[config.mk]
export PLATFORM = sky130hd
export DESIGN_NAME = regwr_arbiter
export DESIGN_NICKNAME = d
export VERILOG_FILES = /design/src/rtl/regwr_arbiter.sv
export SDC_FILE = /design/constraint.sdc
export NUM_CORES = 1
export LEC_CHECK = 0
export ABC_AREA = 1
export CORE_UTILIZATION = 41
export CTS_CLUSTER_DIAMETER = 80
export DETAILED_ROUTE_END_ITERATION = 10
export GPL_TIMING_DRIVEN = 0
export PLACE_DENSITY = 0.77
export SYNTH_ARGS = -nofsm -noshare
export SYNTH_HDL_FRONTEND = slang
export SYNTH_SLANG_ARGS = --single-unit
[constraint.sdc]
create_clock -name clk_i -period 2.6 [get_ports clk_i]
set_input_delay 0.65 -clock clk_i [delete_from_list [all_inputs] [get_ports clk_i]]
set_output_delay 0.65 -clock clk_i [all_outputs]
set_load 0.01 [all_outputs]
[src/rtl/regwr_arbiter.sv]
// regwr_arbiter: merges the pipeline write-back (primary, absolute priority)
// and a multi-cycle unit (secondary, buffered in a DEPTH-entry FIFO) onto a
// single registered register-file write port. A primary write kills older
// buffered writes to the same register, so the newest data always wins.
// Decode-stage source registers are checked against live buffered entries.
// Optional feature macro: REGWR_ARB_FWD_EN forwards the youngest matching
// buffered data instead of requesting a stall.
module regwr_arbiter #(
    parameter int DEPTH = 2
) (
    input  logic        clk_i,
    input  logic        rst_i,
    input  logic        wb_we_i,
    input  logic [4:0]  wb_addr_i,
    input  logic [31:0] wb_data_i,
    input  logic        mc_valid_i,
    output logic        mc_ready_o,
    input  logic [4:0]  mc_addr_i,
    input  logic [31:0] mc_data_i,
    input  logic [4:0]  rs_addr_i,
    input  logic [4:0]  rt_addr_i,
    output logic        RegWrite_o,
    output logic [4:0]  RDaddr_o,
    output logic [31:0] RDdata_o,
    output logic        stall_o,
    output logic        fwd_rs_o,
    output logic [31:0] fwd_rs_data_o,
    output logic        fwd_rt_o,
    output logic [31:0] fwd_rt_data_o
);

    localparam int PTR_W = (DEPTH > 1) ? $clog2(DEPTH) : 1;
    localparam int CNT_W = PTR_W + 1;

    // Buffer storage; valid_q marks entries still owed a write cycle.
    logic [4:0]       addr_q [DEPTH];
    logic [31:0]      data_q [DEPTH];
    logic [DEPTH-1:0] valid_q, valid_d;
    logic [PTR_W-1:0] rd_ptr_q, rd_ptr_d, wr_ptr_q, wr_ptr_d;
    logic [CNT_W-1:0] count_q, count_d;

    logic        we_q, we_d;
    logic [4:0]  rd_addr_q, rd_addr_d;
    logic [31:0] rd_data_q, rd_data_d;

    logic prim_grant, accept, push, head_present, head_live, pop, sec_grant;
    logic rs_hit, rt_hit;
`ifdef REGWR_ARB_FWD_EN
    logic [31:0] rs_data, rt_data;
`endif

    // Ready depends on reset too, so nothing is accepted on a reset edge.
    assign mc_ready_o = (count_q < CNT_W'(DEPTH)) && !rst_i;

    // Grant decision, FIFO bookkeeping and next write-port value.
    always_comb begin
        prim_grant   = wb_we_i && (wb_addr_i != 5'd0);
        accept       = mc_valid_i && mc_ready_o;
        // Register 0 writes are accepted but never stored.
        push         = accept && (mc_addr_i != 5'd0);
        head_present = (count_q != '0);
        head_live    = valid_q[rd_ptr_q];
        // A killed head drains on any edge; a live head only on a free edge.
        pop          = head_present && (!head_live || !prim_grant);
        sec_grant    = head_present && head_live && !prim_grant;

        valid_d = valid_q;
        if (prim_grant) begin
            for (int i = 0; i < DEPTH; i++) begin
                if (addr_q[i] == wb_addr_i) valid_d[i] = 1'b0;
            end
        end
        if (pop)  valid_d[rd_ptr_q] = 1'b0;
        // Applied after the kill so a same-edge younger secondary stays live.
        if (push) valid_d[wr_ptr_q] = 1'b1;

        rd_ptr_d = rd_ptr_q + PTR_W'(pop);
        wr_ptr_d = wr_ptr_q + PTR_W'(push);
        count_d  = count_q + CNT_W'(push) - CNT_W'(pop);

        we_d      = 1'b0;
        rd_addr_d = 5'd0;
        rd_data_d = 32'd0;
        if (prim_grant) begin
            we_d      = 1'b1;
            rd_addr_d = wb_addr_i;
            rd_data_d = wb_data_i;
        end else if (sec_grant) begin
            we_d      = 1'b1;
            rd_addr_d = addr_q[rd_ptr_q];
            rd_data_d = data_q[rd_ptr_q];
        end
    end

    // Control state and the registered write port.
    always_ff @(posedge clk_i) begin
        if (rst_i) begin
            valid_q   <= '0;
            rd_ptr_q  <= '0;
            wr_ptr_q  <= '0;
            count_q   <= '0;
            we_q      <= 1'b0;
            rd_addr_q <= 5'd0;
            rd_data_q <= 32'd0;
        end else begin
            valid_q   <= valid_d;
            rd_ptr_q  <= rd_ptr_d;
            wr_ptr_q  <= wr_ptr_d;
            count_q   <= count_d;
            we_q      <= we_d;
            rd_addr_q <= rd_addr_d;
            rd_data_q <= rd_data_d;
        end
    end

    // Payload storage written on push.
    // NOTE: payload is not reset; valid_q gates every use, so stale contents are harmless.
    always_ff @(posedge clk_i) begin
        if (push) begin
            addr_q[wr_ptr_q] <= mc_addr_i;
            data_q[wr_ptr_q] <= mc_data_i;
        end
    end

    // Hazard scan oldest to youngest so the last match is the youngest.
    always_comb begin
        rs_hit = 1'b0;
        rt_hit = 1'b0;
`ifdef REGWR_ARB_FWD_EN
        rs_data = 32'd0;
        rt_data = 32'd0;
`endif
        for (int i = 0; i < DEPTH; i++) begin
            logic [PTR_W-1:0] idx;
            idx = rd_ptr_q + PTR_W'(i);
            if (valid_q[idx] && (rs_addr_i != 5'd0) && (addr_q[idx] == rs_addr_i)) begin
                rs_hit = 1'b1;
`ifdef REGWR_ARB_FWD_EN
                rs_data = data_q[idx];
`endif
            end
            if (valid_q[idx] && (rt_addr_i != 5'd0) && (addr_q[idx] == rt_addr_i)) begin
                rt_hit = 1'b1;
`ifdef REGWR_ARB_FWD_EN
                rt_data = data_q[idx];
`endif
            end
        end
    end

`ifdef REGWR_ARB_FWD_EN
    assign stall_o       = 1'b0;
    assign fwd_rs_o      = rs_hit;
    assign fwd_rs_data_o = rs_data;
    assign fwd_rt_o      = rt_hit;
    assign fwd_rt_data_o = rt_data;
`else
    assign stall_o       = rs_hit | rt_hit;
    assign fwd_rs_o      = 1'b0;
    assign fwd_rs_data_o = 32'd0;
    assign fwd_rt_o      = 1'b0;
    assign fwd_rt_data_o = 32'd0;
`endif

    assign RegWrite_o = we_q;
    assign RDaddr_o   = rd_addr_q;
    assign RDdata_o   = rd_data_q;

endmodule

==> results of run 1 <==
-- cell type report --
cell class                 instances  area, sq um
buffer                            87          643
clock buffer                      18          429
clock inverter                    14          136
fill                            1165         5240
inverter                          29          109
multi-input combinational        437         1970
sequential                       118         3100
tap                              176          220
timing repair buffer             130         1330
-- through the flow --
step	cells	cell area, sq um	power, uW	TNS, ns	hold WS [ns]
5_1_grt	1009	7950	6460	-0.0177	0.536
2_1_floorplan	671	5780	3330	0	0.471
3_3_place_gp	973	7260	3830	-60.02	0.476
4_1_cts	1007	7890	6110	-0.0698	0.506
3_5_place_dp	975	7320	3880	-1.57	0.495
6_report	1009	7950	6110	0	0.508
-- cell families after synthesis --
kind of cell,synth area share
and+or+nand+nor,0.220
DFF,0.560
buffers and inverters,0.132
AOI/OAI and AO/OA,0.0549
xor gates and xnor gates,0.0253
adders and majority gates,0.00678
other,0.000677
-- metal layers --
| metal | GRT usage | up-vias | wire length, um |
|---|---|---|---|
| met3 | 0.0444 | 26 | 750 |
| met4 | 0.100 | 0 | 304 |
| met5 | 0 | - | 0 |
| li1 | - | 2246 | - |
| met2 | 0.327 | 151 | 6410 |
| met1 | 0.212 | 1970 | 5210 |
-- cell usage after synthesis --
cell      number  share of area
a21oi_1       31          0.028
a21oi_2       10          0.016
buf_1          2         0.0014
buf_2         10         0.0090
buf_4         66          0.089
buf_6          2         0.0041
buf_8          2         0.0054
clkbuf_1       5         0.0034
conb_1         1        0.00068
dfxtp_1       44           0.16
edfxtp_1      74           0.40
ha_1           3         0.0068
inv_1         28          0.019
inv_2          1        0.00068
nand2_1      241           0.16
nand2_2       12          0.014
nand3_1       16          0.014
nand3b_1       1         0.0014
nand4_1        4         0.0045
nor2_1        24          0.016
nor2_8         1         0.0036
nor3b_1        1         0.0014
o21ai_0        9         0.0081
o21ai_4        1         0.0029
or2_2          1         0.0011
xnor2_1        6         0.0095
xor2_1        10          0.016
-- power by group --
part / switching, uW / leakage, uW / total (uW) / internal (uW)
Sequential: 62.2 / 0.00104 / 2230 / 2170
Clock: 801 / 0.000269 / 2200 / 1400
Combinational: 991 / 0.00221 / 1690 / 697
Total: 1860 / 0.00352 / 6110 / 4260
-- final timing paths --
kind	slack (ns)	endpoint
hold / removal	0.51	valid_q[0]
hold reg to reg	0.51	valid_q[0]
setup reg to reg	0.74	addr_q[0][0]
setup / recovery	0.10	mc_ready_o
-- sequential cells by signal, indices dropped and copies added (netlist names) --
signal / flops
RDaddr_o: 5
RDdata_o: 32
RegWrite_o: 1
addr_q: 10
count_q: 2
data_q: 64
rd_ptr_q: 1
valid_q: 2
wr_ptr_q: 1
-- what timing repair did --
item	in CTS	in global routing
setup buffers	0	2
gates resized for setup	8	21
endpoints found under the setup margin	2	2
pin swaps	0	2
==> results_dict.tcl, run 1 <==
set metrics [dict create \
    grt_pass1_wl_um 20200 \
    slew_headroom 0.525 \
    outcome "complete, no violations" \
    final_common_cell "nand2_1" \
    clock_latency_ns 0.41 \
    final_nets 911 \
    hold_viol_final 0 \
    critPathArrivalTime_ns 1.85 \
    drtPass1Iterations 4 \
    h-tree-depth 4 \
    max_slew.worst_pin.slew_ns 0.712 \
    hp-start "wr_ptr_q" \
    fp-row-count 42 \
    final_cell_mix "236 x nand2_1, 118 x clkdlybuf4s50_1, 74 x edfxtp_1, 69 x buf_4, 66 x conb_1" \
    clock_skew_ns 0.00843 \
    die_height_um 118 \
    ys_ff_latch 118 \
    ant_nets 0 \
    cts.sinks 118 \
    ctsLongestPathBuffers 2 \
    gp_congestion 0.838 \
    start_kind "input pin" \
    drive_above_1_share 0.184 \
    grt_pass1_vias 4197 \
    critical_path.cell_chain "clkbuf_1 -> clkbuf_4 -> nor2_1 -> clkdlybuf4s50_1" \
    setup_viol_count_final 0 \
    yosysWarnings 0 \
    cts_root_buf "clkbuf_16" \
    port_buffers 126 \
    die_width_um 118 \
    drt_iter0_drc 193 \
    ir_drop_mv 0.502 \
    wl_um 12700 \
    route.vias.total 4393 \
    final_core_util 0.603 \
    antenna_found_initial 0 \
    required_ns 1.95 \
    overflow 0 \
    finalCritPeriodShare 0.960 \
    hpwl_um 9070 \
    holdBufCountCts 0 \
    drv_slew 0 \
    worstReg2RegStart "count_q[1]" \
    cp_max_fo 10 \
    p_leak_uw 0.00352 \
    clk_pin_slew_ns 0.05 \
    crit_cells 4 \
    cpLargestDelayFamily "buffers and inverters" \
    setup_slack_ns 0.103 \
    synth_seq_area_share 0.560 \
    cts_tree "done" \
    synth_cells 606 \
    rr_worst_depth 5 \
    crit_buf_inv 3 \
    initial_core_util 0.420 \
    dp_slack_ns -0.374 \
    cp_slowest_cell "clkdlybuf4s50_1" \
    hold_path_depth 1 \
    track_usage 0.188 \
    area_growth_pct 43.5 \
    crit_path_max_incr_delay_ns 0.51 \
    syn_avg_cell_area_sq_um 9.14 \
    power.density_nw_per_um2 769 \
    via_per_inst 4.35 \
    end_kind "primary output" \
    netlist_area_sq_um 5540 \
    cts_buffers 17 \
    diodes 0 \
    io_pins 194 \
    fin_crit_ns 2.50 \
    grt_setup_unrepaired "true" \
    crit_type "in2out" \
    cap_violations 0 \
    grt_max_degree 32 \
    hold_path_class "reg2reg" \
    cp-startpoint "rst_i" \
    die-area_sq_um 14000 \
    synth_cell_types 27 \
    core_sq_um 13200 \
    fmax_mhz 401 \
    avgRoutedWirePerCell_um 12.6 \
    drc 0 \
]
Power figures use the tool's default switching activity.
==> inputs of run 2 (changes only) <==
--- a/config.mk
+++ b/config.mk
@@ -6,6 +6,7 @@
 export NUM_CORES = 1
 export LEC_CHECK = 0
 export ABC_AREA = 1
+export CORE_MARGIN = 10
 export CORE_UTILIZATION = 41
 export CTS_CLUSTER_DIAMETER = 80
 export DETAILED_ROUTE_END_ITERATION = 10
==> results_dict.tcl, run 2 (synthesis results as in run 1) <==
set metrics [dict create \
    outcome "complete, no violations" \
    grt_pass1_wl_um 21700 \
    dpl_cell_area_sq_um 7310 \
    max_slew.worst_pin.slew_ns 0.638 \
    final_nets 913 \
    fmax_mhz 403 \
    drv_slew 0 \
    drt_iter0_drc 156 \
    io_pins 194 \
    rr_endpoint "count_q[1]" \
    route.vias.total 4356 \
    largest_reg_flops 64 \
    regMostFlops "data_q" \
    hold_path_class "reg2reg" \
    grt_setup_unrepaired "false" \
    overflow 0 \
    ant_nets 0 \
    hold_viol_final 0 \
    slew_headroom 0.575 \
    die_height_um 136 \
    design_area_sq_um 8040 \
    p_total_uw 6510 \
    initial_core_util 0.418 \
    worstReg2RegStart "rd_ptr_q" \
    via_per_inst 4.30 \
    die_width_um 136 \
    clock_latency_ns 0.41 \
    p_leak_uw 0.00355 \
    fp-row-count 42 \
    cp_max_fo 10 \
    hpwl_um 11000 \
    reg2reg_slack_ns 0.77 \
    track_usage 0.151 \
    rr_worst_depth 10 \
    power.density_nw_per_um2 810 \
    port_buffers 126 \
    end_kind "primary output" \
    final.fill_count 1122 \
    area_growth_pct 45.1 \
    wl_um 14400 \
    cap_violations 0 \
    cp-startpoint "rst_i" \
    drive_above_1_share 0.193 \
    holdBufCountCts 0 \
    grt_max_degree 30 \
    ir_drop_mv 0.485 \
    critPathArrivalTime_ns 1.83 \
    fin_setup_tns_ns 0 \
    cts_root_buf "clkbuf_16" \
    setup_viol_count_final 0 \
    clk_pin_slew_ns 0.05 \
    cts_tree "done" \
    endpoint "mc_ready_o" \
    final_core_util 0.607 \
    final_common_cell "nand2_1" \
    grt_pass1_vias 4229 \
    start_kind "input pin" \
    cts.sinks 118 \
    core_sq_um 13200 \
    required_ns 1.95 \
    crit_type "in2out" \
    antenna_found_initial 2 \
    ctsLongestPathBuffers 2 \
    finalCritPeriodShare 0.954 \
    cts_buffers 17 \
    die-area_sq_um 18600 \
    gp_congestion 0.873 \
    drtPass1Iterations 4 \
    avgRoutedWirePerCell_um 14.3 \
    h-tree-depth 4 \
    fin_crit_ns 2.48 \
    drc 0 \
    final_cell_mix "233 x nand2_1, 116 x clkdlybuf4s50_1, 74 x edfxtp_1, 71 x buf_4, 66 x conb_1" \
    clock_skew_ns 0.0171 \
]
run 2: final cells by class:
| cell class | instances | area (sq um) | share of cell area |
|---|---|---|---|
| Inverter | 29 | 109 | 0.0135 |
| Tap cell | 176 | 220 | 0.0274 |
| Antenna cell | 1 | 2.50 | 0.000311 |
| Timing Repair Buffer | 132 | 1320 | 0.165 |
| Clock buffer | 18 | 429 | 0.0534 |
| Sequential cell | 118 | 3100 | 0.386 |
| Clock inverter | 14 | 224 | 0.0279 |
| Buffer | 87 | 651 | 0.0810 |
| Multi-Input combinational cell | 437 | 1970 | 0.246 |
run 2: per-layer routing:
metal	part of all wire	track usage
met1	0.38	0.157
met2	0.51	0.263
met3	0.089	0.0635
met4	0.018	0.0633
met5	0.00083	0
run 2: stage by stage:
step	instances	setup slack, ns	hold slack [ns]
finish	1012	0.120	0.522
global route	1012	0.0510	0.561
detailed placement	975	-0.386	0.515
global placement	973	-0.828	0.479
floorplan	671	0.0590	0.471
CTS	1007	0.00172	0.522
run 2: how the worst min path moves through the flow:
stage                    start          to  slack, ns  cells after the start
floorplan             wr_ptr_q  valid_q[0]       0.47                      1
global placement      wr_ptr_q  valid_q[0]       0.48                      1
detailed placement  valid_q[1]  valid_q[1]       0.51                      2
CTS                 valid_q[1]  valid_q[1]       0.52                      2
global route        valid_q[1]  valid_q[1]       0.56                      2
finish              valid_q[1]  valid_q[1]       0.52                      2
run 2: power breakdown:
part	internal [uW]	switching [uW]
logic	718	998
clock network	1710	851
registers	2170	65.7
total	4600	1910
run 2: timing repair:
item / CTS / global route
buffers inserted: 0 / 4
pin swaps: 2 / 2
resized for setup: 22 / 19
endpoints found under the setup margin: 2 / 1
run 2: worst max-delay path, stage by stage:
cell	delay (ns)
clkbuf_1	0.33
buf_4	0.29
nor2_1	0.06
clkdlybuf4s50_1	0.49
